$ cat config.mk
export PLATFORM = sky130hd
export DESIGN_NAME = cordic_vectoring
export DESIGN_NICKNAME = d
export VERILOG_FILES = /design/src/rtl/cordic_vectoring.sv
export SDC_FILE = /design/constraint.sdc
export NUM_CORES = 1
export LEC_CHECK = 0
export CAP_MARGIN = 30
export CORE_MARGIN = 1
export CORE_UTILIZATION = 60
export DETAILED_ROUTE_END_ITERATION = 10
export GPL_ROUTABILITY_DRIVEN = 0
export GPL_TIMING_DRIVEN = 0
export PLACE_DENSITY = 0.81
export SYNTH_ARGS = -nofsm -noshare
export SYNTH_HDL_FRONTEND = slang
export SYNTH_SLANG_ARGS = --single-unit
$ cat constraint.sdc
create_clock -name clk -period 7.6 [get_ports clk]
set_input_delay 0.76 -clock clk [delete_from_list [all_inputs] [get_ports clk]]
set_output_delay 0.76 -clock clk [all_outputs]
set_load 0.005 [all_outputs]
$ cat src/rtl/cordic_vectoring.sv
// Iterative vectoring-mode CORDIC: converts signed (x,y) into gain-compensated
// magnitude and full-circle angle atan2(y,x) in Q3.13 radians, one stage per clock.
//
//  state   | meaning
//  --------+-----------------------------------------------------------
//  S_IDLE  | ready=1, waiting for start; pre-rotates and loads on accept
//  S_ITER  | one micro-rotation per clock on stage cnt
//  S_SCALE | applies 1/K gain, clamps angle, pulses done, back to idle
module cordic_vectoring #(
    parameter int ITERATIONS = 8
) (
    input  logic        clk,
    input  logic        reset,
    input  logic        start,
    input  logic [15:0] x_i,
    input  logic [15:0] y_i,
    output logic        ready,
    output logic        done,
    output logic [15:0] mag_o,
    output logic [15:0] angle_o
);

    localparam logic [1:0] S_IDLE  = 2'd0;
    localparam logic [1:0] S_ITER  = 2'd1;
    localparam logic [1:0] S_SCALE = 2'd2;

    localparam logic signed [15:0] HALF_PI = 16'sh3244;
    localparam logic signed [15:0] PI_Q    = 16'sh6488;
    // K = 0.60725 in Q1.15, zero-extended so the product stays signed
    localparam logic signed [16:0] K_GAIN  = 17'sh04DBA;
    localparam logic [3:0]         LAST    = 4'(ITERATIONS - 1);

    logic [1:0]         state;
    logic [3:0]         cnt;
    logic signed [18:0] x_r;
    logic signed [18:0] y_r;
    logic signed [15:0] z_r;
    logic               zero_r;

    logic signed [18:0] x_ext;
    logic signed [18:0] y_ext;
    logic signed [18:0] x_pre;
    logic signed [18:0] y_pre;
    logic signed [15:0] z_pre;
    logic signed [18:0] x_sh;
    logic signed [18:0] y_sh;
    logic signed [15:0] atan_i;
    logic signed [35:0] prod;
    logic signed [35:0] scaled;
    logic [15:0]        mag_sat;
    logic signed [15:0] z_clamp;

    function automatic logic signed [15:0] atan_lut(input logic [3:0] i);
        logic signed [15:0] v;
        case (i)
            4'd0:    v = 16'sh1922;
            4'd1:    v = 16'sh0ED6;
            4'd2:    v = 16'sh07D7;
            4'd3:    v = 16'sh03FB;
            4'd4:    v = 16'sh01FF;
            4'd5:    v = 16'sh0100;
            4'd6:    v = 16'sh0080;
            4'd7:    v = 16'sh0040;
            4'd8:    v = 16'sh0020;
            4'd9:    v = 16'sh0010;
            4'd10:   v = 16'sh0008;
            4'd11:   v = 16'sh0004;
            4'd12:   v = 16'sh0002;
            4'd13:   v = 16'sh0001;
            default: v = 16'sh0000;
        endcase
        return v;
    endfunction

    assign x_ext = {{3{x_i[15]}}, x_i};
    assign y_ext = {{3{y_i[15]}}, y_i};

    // Fold the left half-plane onto x>=0 with a +/-pi/2 rotation
    always_comb begin
        x_pre = x_ext;
        y_pre = y_ext;
        z_pre = 16'sh0000;
        if (x_i[15]) begin
            if (!y_i[15]) begin
                x_pre = y_ext;
                y_pre = -x_ext;
                z_pre = HALF_PI;
            end else begin
                x_pre = -y_ext;
                y_pre = x_ext;
                z_pre = -HALF_PI;
            end
        end
    end

    assign x_sh   = x_r >>> cnt;
    assign y_sh   = y_r >>> cnt;
    assign atan_i = atan_lut(cnt);

    assign prod   = x_r * K_GAIN;
    assign scaled = prod >>> 15;

    always_comb begin
        if (scaled < 36'sd0)
            mag_sat = 16'h0000;
        else if (scaled > 36'sd65535)
            mag_sat = 16'hFFFF;
        else
            mag_sat = scaled[15:0];
    end

    always_comb begin
        if (z_r > PI_Q)
            z_clamp = PI_Q;
        else if (z_r < -PI_Q)
            z_clamp = -PI_Q;
        else
            z_clamp = z_r;
    end

    assign ready = (state == S_IDLE);

    always_ff @(posedge clk) begin
        if (reset) begin
            state   <= S_IDLE;
            cnt     <= 4'd0;
            x_r     <= '0;
            y_r     <= '0;
            z_r     <= '0;
            zero_r  <= 1'b0;
            done    <= 1'b0;
            mag_o   <= 16'h0000;
            angle_o <= 16'h0000;
        end else begin
            done <= 1'b0;
            case (state)
                S_IDLE: begin
                    if (start) begin
                        x_r    <= x_pre;
                        y_r    <= y_pre;
                        z_r    <= z_pre;
                        zero_r <= (x_i == 16'h0000) && (y_i == 16'h0000);
                        cnt    <= 4'd0;
                        state  <= S_ITER;
                    end
                end
                S_ITER: begin
                    if (!y_r[18]) begin
                        x_r <= x_r + y_sh;
                        y_r <= y_r - x_sh;
                        z_r <= z_r + atan_i;
                    end else begin
                        x_r <= x_r - y_sh;
                        y_r <= y_r + x_sh;
                        z_r <= z_r - atan_i;
                    end
                    cnt <= cnt + 4'd1;
                    if (cnt == LAST)
                        state <= S_SCALE;
                end
                S_SCALE: begin
                    // A zero vector has no defined angle; report all zeros
                    mag_o   <= zero_r ? 16'h0000 : mag_sat;
                    angle_o <= zero_r ? 16'h0000 : z_clamp;
                    done    <= 1'b1;
                    state   <= S_IDLE;
                end
                default: state <= S_IDLE;
            endcase
        end
    end

endmodule

==> run_results.csv, run 1 <==
group,metric,value,unit
hold_path,min_from,"mag_o[0]",
worst_setup_path,reg2reg_depth,21,
clock_network,post-cts-setup-buffer-count,0,
drt,wl_per_cell,20.6,µm
timing,fin_crit_sh,96.1,%
worst_setup_path,rr_startpoint,"x_r[11]",
logic_synthesis,ys_ff_latch,107,
drt,vias,15000,
place,post_dp_cell_area,17000,µm²
logic_synthesis,synth_top_area_share,15.5,%
place,dp_hpwl,38.3,mm
die,core_area,26100,µm²
timing,finalHoldViolations,0,
die,die-width,165,µm
logic_synthesis,synth_top_family_by_area,"adder cells",
logic_synthesis,syn_area,15900,µm²
logic_synthesis,syn_inst,1917,
timing,slew_headroom,38.6,%
place,numPortBuffers,65,
timing,maxSlewViolCount,0,
drt,vias_per_cell,6.44,
global_route,grt_antenna_before_repair,1,
logic_synthesis,synth_area_leaders,"fa_1 15%, ha_1 14%, dfxtp_1 13%",
timing,fin_crit,7.30,ns
logic_synthesis,yosys.area_share.simple,14.3,%
drt,drt-initial-drc-count,1614,
finish,final_area,17300,µm²
worst_setup_path,cp-end-kind,"flip-flop",
worst_setup_path,r2r-end,"mag_o[15]",
drt,remaining_drc_errors,0,
outcome,status,"finished clean",
die,row_count,59,
clock_network,clk_pin_slew_worst_paths,0.08,ns
clock_network,cts.htree.levels,3,
hold_path,whs_endpoint,"mag_o[0]",
clock_network,clk_latency,0.37,ns
timing,layout_setup_ws,0.299,ns
global_route,grtUsageTotal,36.6,%
clock_network,hold_buffers,0,
clock_network,cts-root-buf,"clkbuf_16",
global_route,grt_overflow,0,
drt,drtPass1Iterations,8,
worst_setup_path,cp.required,7.88,ns
die,io-pin-count,69,
logic_synthesis,synth_top_area_cell,"fa_1",
timing,max_freq,137,MHz
drt,routed_wl,48.1,mm
worst_setup_path,crit_fanout,12,
drt,ant_nets,0,
finish,finalNetCount,2333,
logic_synthesis,synth_seq_area_share,13.5,%
logic_synthesis,synth_compound_area_share,19.2,%
die,die_h,165,µm
finish,drive_above_1_share,5.11,%
timing,setup_violations,0,
job,maxCapViolCount,0,
logic_synthesis,synth_warnings,0,
clock_network,clockBufferDepth,2,
clock_network,numCtsBuffers,9,
logic_synthesis,synthDistinctLibCells,73,
worst_setup_path,timing_worst_setup_path_type,"reg -> reg",
die,dieArea,27200,µm²
logic_synthesis,synth_edf_count,0,
timing,rsz0062_at_grt,"no",
clock_network,cts_tree,"built",
logic_synthesis,synth-adder-area-share,29.8,%
die,start_util,61.1,%
worst_setup_path,start_kind,"flip-flop",
global_route,grt_pass1_vias,14700,
timing,worst_pin_slew,0.909,ns
logic_synthesis,synth-async-reset-ratio,0,%
global_route,grt_max_degree,22,
logic_synthesis,synth_xor_area_share,6.44,%
finish,num-fill-cells,2135,
finish,area_growth,8.95,%
global_route,grt_first_pass_wirelength,76.6,mm
logic_synthesis,syn-mean-instance-area,8.30,µm²
logic_synthesis,synthFlopType,"dfxtp_1",
hold_path,min_path_cells,2,
timing,skew,0.0170,ns
logic_synthesis,synthMuxAreaShare,8.09,%
logic_synthesis,yosys-top-cells-count,"268 x inv_1, 182 x ha_1, 151 x nor2_1",
place,pre_cts_slack,-0.0509,ns
logic_synthesis,synth.most_common_cell,"inv_1",
hold_path,min_path_type,"reg -> reg",
clock_network,cts_sinks,107,
worst_setup_path,cp_data_arrival_time,7.58,ns
worst_setup_path,r2r_setup_slack,0.30,ns
logic_synthesis,syn_nets,2257,
## worst max-delay path by stage
stage                      to     from  depth (start not counted)  slack, ns
floorplan           mag_o[15]  x_r[14]                         22       1.28
global placement    mag_o[10]   x_r[8]                         23       0.30
detailed placement   mag_o[9]   x_r[6]                         22      -0.05
CTS                  mag_o[9]   x_r[6]                         22       0.15
global route         mag_o[4]   x_r[4]                         21       0.02
finish              mag_o[15]  x_r[11]                         21       0.30
## what timing repair did
action	in CTS	in global routing
endpoints found under the setup margin	2	16
gates resized for setup	1	8
endpoints found under the hold margin	0	0
## flip-flops by register name (all words and copies together) (netlist names)
name and count:
x_r 19, y_r 19, angle_o 16, mag_o 16, z_r 16, atan_i 13, cnt 4, state 2
done 1, zero_r 1
## placed cells by master, fill, tap and decap left out, types with 28 or more instances in the layout
cell / count
a211oi_1: 64
a21o_1: 30
a21oi_1: 138
a31oi_1: 28
clkbuf_1: 64
clkdlybuf4s50_1: 65
dfxtp_1: 101
fa_1: 123
ha_1: 182
inv_1: 268
mux4_2: 37
nand2_1: 133
nor2_1: 151
nor3_1: 48
o21ai_0: 59
xnor2_1: 67
xor2_1: 50
## layout make-up
class	count	area (µm²)	share of cell area, %
clock inverters	7	106	0.613
clock buffers	9	225	1.30
diodes	1	2.50	0.0144
multi-input cells	1448	12400	71.5
repair buffers	65	651	3.75
flip-flops and latches	107	2150	12.4
well taps	335	419	2.42
plain buffers	92	373	2.15
inverters	270	1010	5.85
## through the flow
| stage | hold WS, ns | setup TNS (ns) | std cells | utilization, % |
|---|---|---|---|---|
| finish | 0.455 | 0 | 2334 | 66.5 |
| global route | 0.479 | 0 | 2333 | 66.5 |
| CTS | 0.458 | 0 | 2333 | 66.4 |
| detailed placement | 0.441 | -0.0546 | 2317 | 65.2 |
| global placement | 0.436 | 0 | 2317 | 65.2 |
| floorplan | 0.448 | 0 | 1917 | - |
## logic make-up after synthesis
family / after synthesis
AO/OA/AOI/OAI: 468
XOR/XNOR: 117
adder cells (fa/ha/maj): 305
buffers and inverters: 362
flip-flops: 107
multiplexers: 80
AND/OR/NAND/NOR: 478
## layer usage
metal	up-vias	GRT usage, %	wire length, µm	share of wire (%)
met5	-	0	0	0
met4	0	18.2	2550	5.3
met3	192	9.92	5640	12
met2	910	57.2	21600	45
met1	7091	46.7	18400	38
li1	6842	-	-	-
## critical path, cell delays in order, from the launching register on
cell and delay (ns):
dfxtp_1 0.82, ha_1 0.35, inv_1 0.11, fa_1 0.52
inv_1 0.05, fa_1 0.47, fa_1 0.54, fa_1 0.55
inv_1 0.06, fa_1 0.54, inv_1 0.04, ha_1 0.36
a21oi_1 0.18, o211ai_1 0.14, a221o_1 0.32, a21o_1 0.21
a21o_1 0.17, o21ai_0 0.25, a2111oi_2 0.15, nor4b_2 0.73
nor2_1 0.32, a221oi_1 0.32
Power of run 1 is not shown: default switching activity piles up to over one toggle a cycle in this logic, so the estimate is an artifact.
==> inputs of run 2 (changes only) <==
- SLEW_MARGIN: default -> 40
==> run 2 against run 1 <==
Compared with the run above:
- sequential share of layout area barely moved
- utilization is 0.062 points higher
- routed wire length barely moved
- flip-flop and latch count unchanged
- hold slack got worse by 0.00051 ns
- maximum frequency up 1.1%
- critical path depth up 1
==> run_results.csv, run 2 (synthesis gave the netlist of run 1 again) <==
group,metric,value,unit
timing,maxSlewViolCount,0,
drt,vias,15100,
die,io-pin-count,69,
drt,drt-initial-drc-count,1623,
finish,final_common_cell,"inv_1",
timing,slew_headroom,44.0,%
die,die_h,165,µm
die,start_util,61.1,%
worst_setup_path,timing_worst_setup_path_type,"reg -> reg",
drt,routed_wl,48.1,mm
finish,multi_input_area,12400,µm²
worst_setup_path,start_kind,"flip-flop",
finish,num-fill-cells,2133,
timing,fin_crit_sh,95.1,%
clock_network,clockBufferDepth,2,
die,die-width,165,µm
finish,finalNetCount,2333,
die,dieArea,27200,µm²
worst_setup_path,cp_data_arrival_time,7.50,ns
finish,finalNonFillerCells,2333,
timing,max_freq,138,MHz
worst_setup_path,cp.required,7.87,ns
finish,drive_above_1_share,5.26,%
global_route,grt_overflow,0,
finish,area_growth,9.05,%
finish,regArea,2150,µm²
timing,setup_violations,0,
global_route,grtUsageTotal,36.6,%
die,core_area,26100,µm²
worst_setup_path,path_cells,"ha_1, inv_1, fa_1, inv_1, fa_1, fa_1, fa_1, inv_1, fa_1, inv_1, ha_1, a21oi_1, o211ai_1, a221o_1, a21o_1, a21o_1, o21ai_0, a2111oi_2, nor4_2, clkbuf_1, nor2_1, a221oi_1",
timing,layout_setup_ws,0.376,ns
clock_network,cts.repair.resized,1,
finish,diodes,0,
global_route,grt_first_pass_wirelength,76.6,mm
timing,worst_pin_slew,0.840,ns
drt,vias_per_cell,6.49,
die,row_count,59,
clock_network,cts.htree.levels,3,
finish,final_util,66.6,%
global_route,grt_pass1_vias,14700,
drt,wl_per_cell,20.6,µm
worst_setup_path,cpPeakStageDelay,0.81,ns
worst_setup_path,crit_fanout,12,
place,dp_hpwl,38.3,mm
clock_network,cts-root-buf,"clkbuf_16",
finish,final_cell_mix,"267 x inv_1, 182 x ha_1, 151 x nor2_1",
worst_setup_path,cp_num_buf_inv,5,
timing,rsz0062_at_grt,"no",
finish,reg_top3,"x_r: 19 flops, y_r: 19 flops",
global_route,grt_antenna_before_repair,1,
timing,finalHoldViolations,0,
drt,remaining_drc_errors,0,
timing,fin_crit,7.22,ns
worst_setup_path,critPathSlowestCell,"dfxtp_1",
drt,ant_nets,0,
clock_network,cts_sinks,107,
outcome,status,"finished clean",
place,place_inst,2317,
place,numPortBuffers,65,
timing,skew,0.0170,ns
clock_network,clk_latency,0.37,ns
worst_setup_path,crit_top_cell,"fa_1",
drt,drtPass1Iterations,8,
clock_network,hold_buffers,0,
job,maxCapViolCount,0,
clock_network,cts_tree,"built",
clock_network,clk_pin_slew_worst_paths,0.08,ns
place,pre_cts_slack,-0.0509,ns
hold_path,min_path_type,"reg -> reg",
worst_setup_path,cp-end-kind,"flip-flop",
clock_network,post-cts-setup-buffer-count,0,
worst_setup_path,cp_top_family,"adder cells",
global_route,grt_max_degree,22,
clock_network,numCtsBuffers,9,
[run 2: final cells by class]
| class | count | area share [%] |
|---|---|---|
| multi-input cells | 1448 | 71.5 |
| repair buffers | 65 | 3.75 |
| inverters | 270 | 5.84 |
| well taps | 335 | 2.42 |
| clock inverters | 7 | 0.613 |
| clock buffers | 9 | 1.30 |
| flip-flops and latches | 107 | 12.4 |
| plain buffers | 92 | 2.15 |
[run 2: metal layers]
layer,up-vias,part of all wire [%],track usage [%]
met5,-,0,0
met4,0,5.4,18.2
met3,192,11,9.92
met2,859,45,57.2
met1,7247,38,46.7
li1,6844,-,-
[run 2: through the flow]
step,hold slack [ns],area (µm²),setup TNS (ns)
finish,0.455,17400,0
global route,0.479,17400,0
CTS,0.458,17300,0
detailed placement,0.441,17000,-0.0546
global placement,0.436,17000,0
floorplan,0.448,15900,0
[run 2: path summary, 6_finish.rpt]
path         startpoint        end  slack [ns]  depth (start not counted)
min            mag_o[0]   mag_o[0]        0.45                          2
max reg2reg     x_r[11]  mag_o[15]        0.38                         22
max             x_r[11]  mag_o[15]        0.38                         22
min reg2reg    mag_o[0]   mag_o[0]        0.45                          2
[run 2: worst register-to-register path, cell delays in order, from the launching register on]
cell and delay (ns):
dfxtp_1 0.81, ha_1 0.36, inv_1 0.11, fa_1 0.52
inv_1 0.05, fa_1 0.47, fa_1 0.54, fa_1 0.55
inv_1 0.06, fa_1 0.54, inv_1 0.04, ha_1 0.36
a21oi_1 0.18, o211ai_1 0.14, a221o_1 0.32, a21o_1 0.21
a21o_1 0.17, o21ai_0 0.25, a2111oi_2 0.17, nor4_2 0.49
clkbuf_1 0.43, nor2_1 0.11, a221oi_1 0.27
Power of run 2 is left out for the same reason.
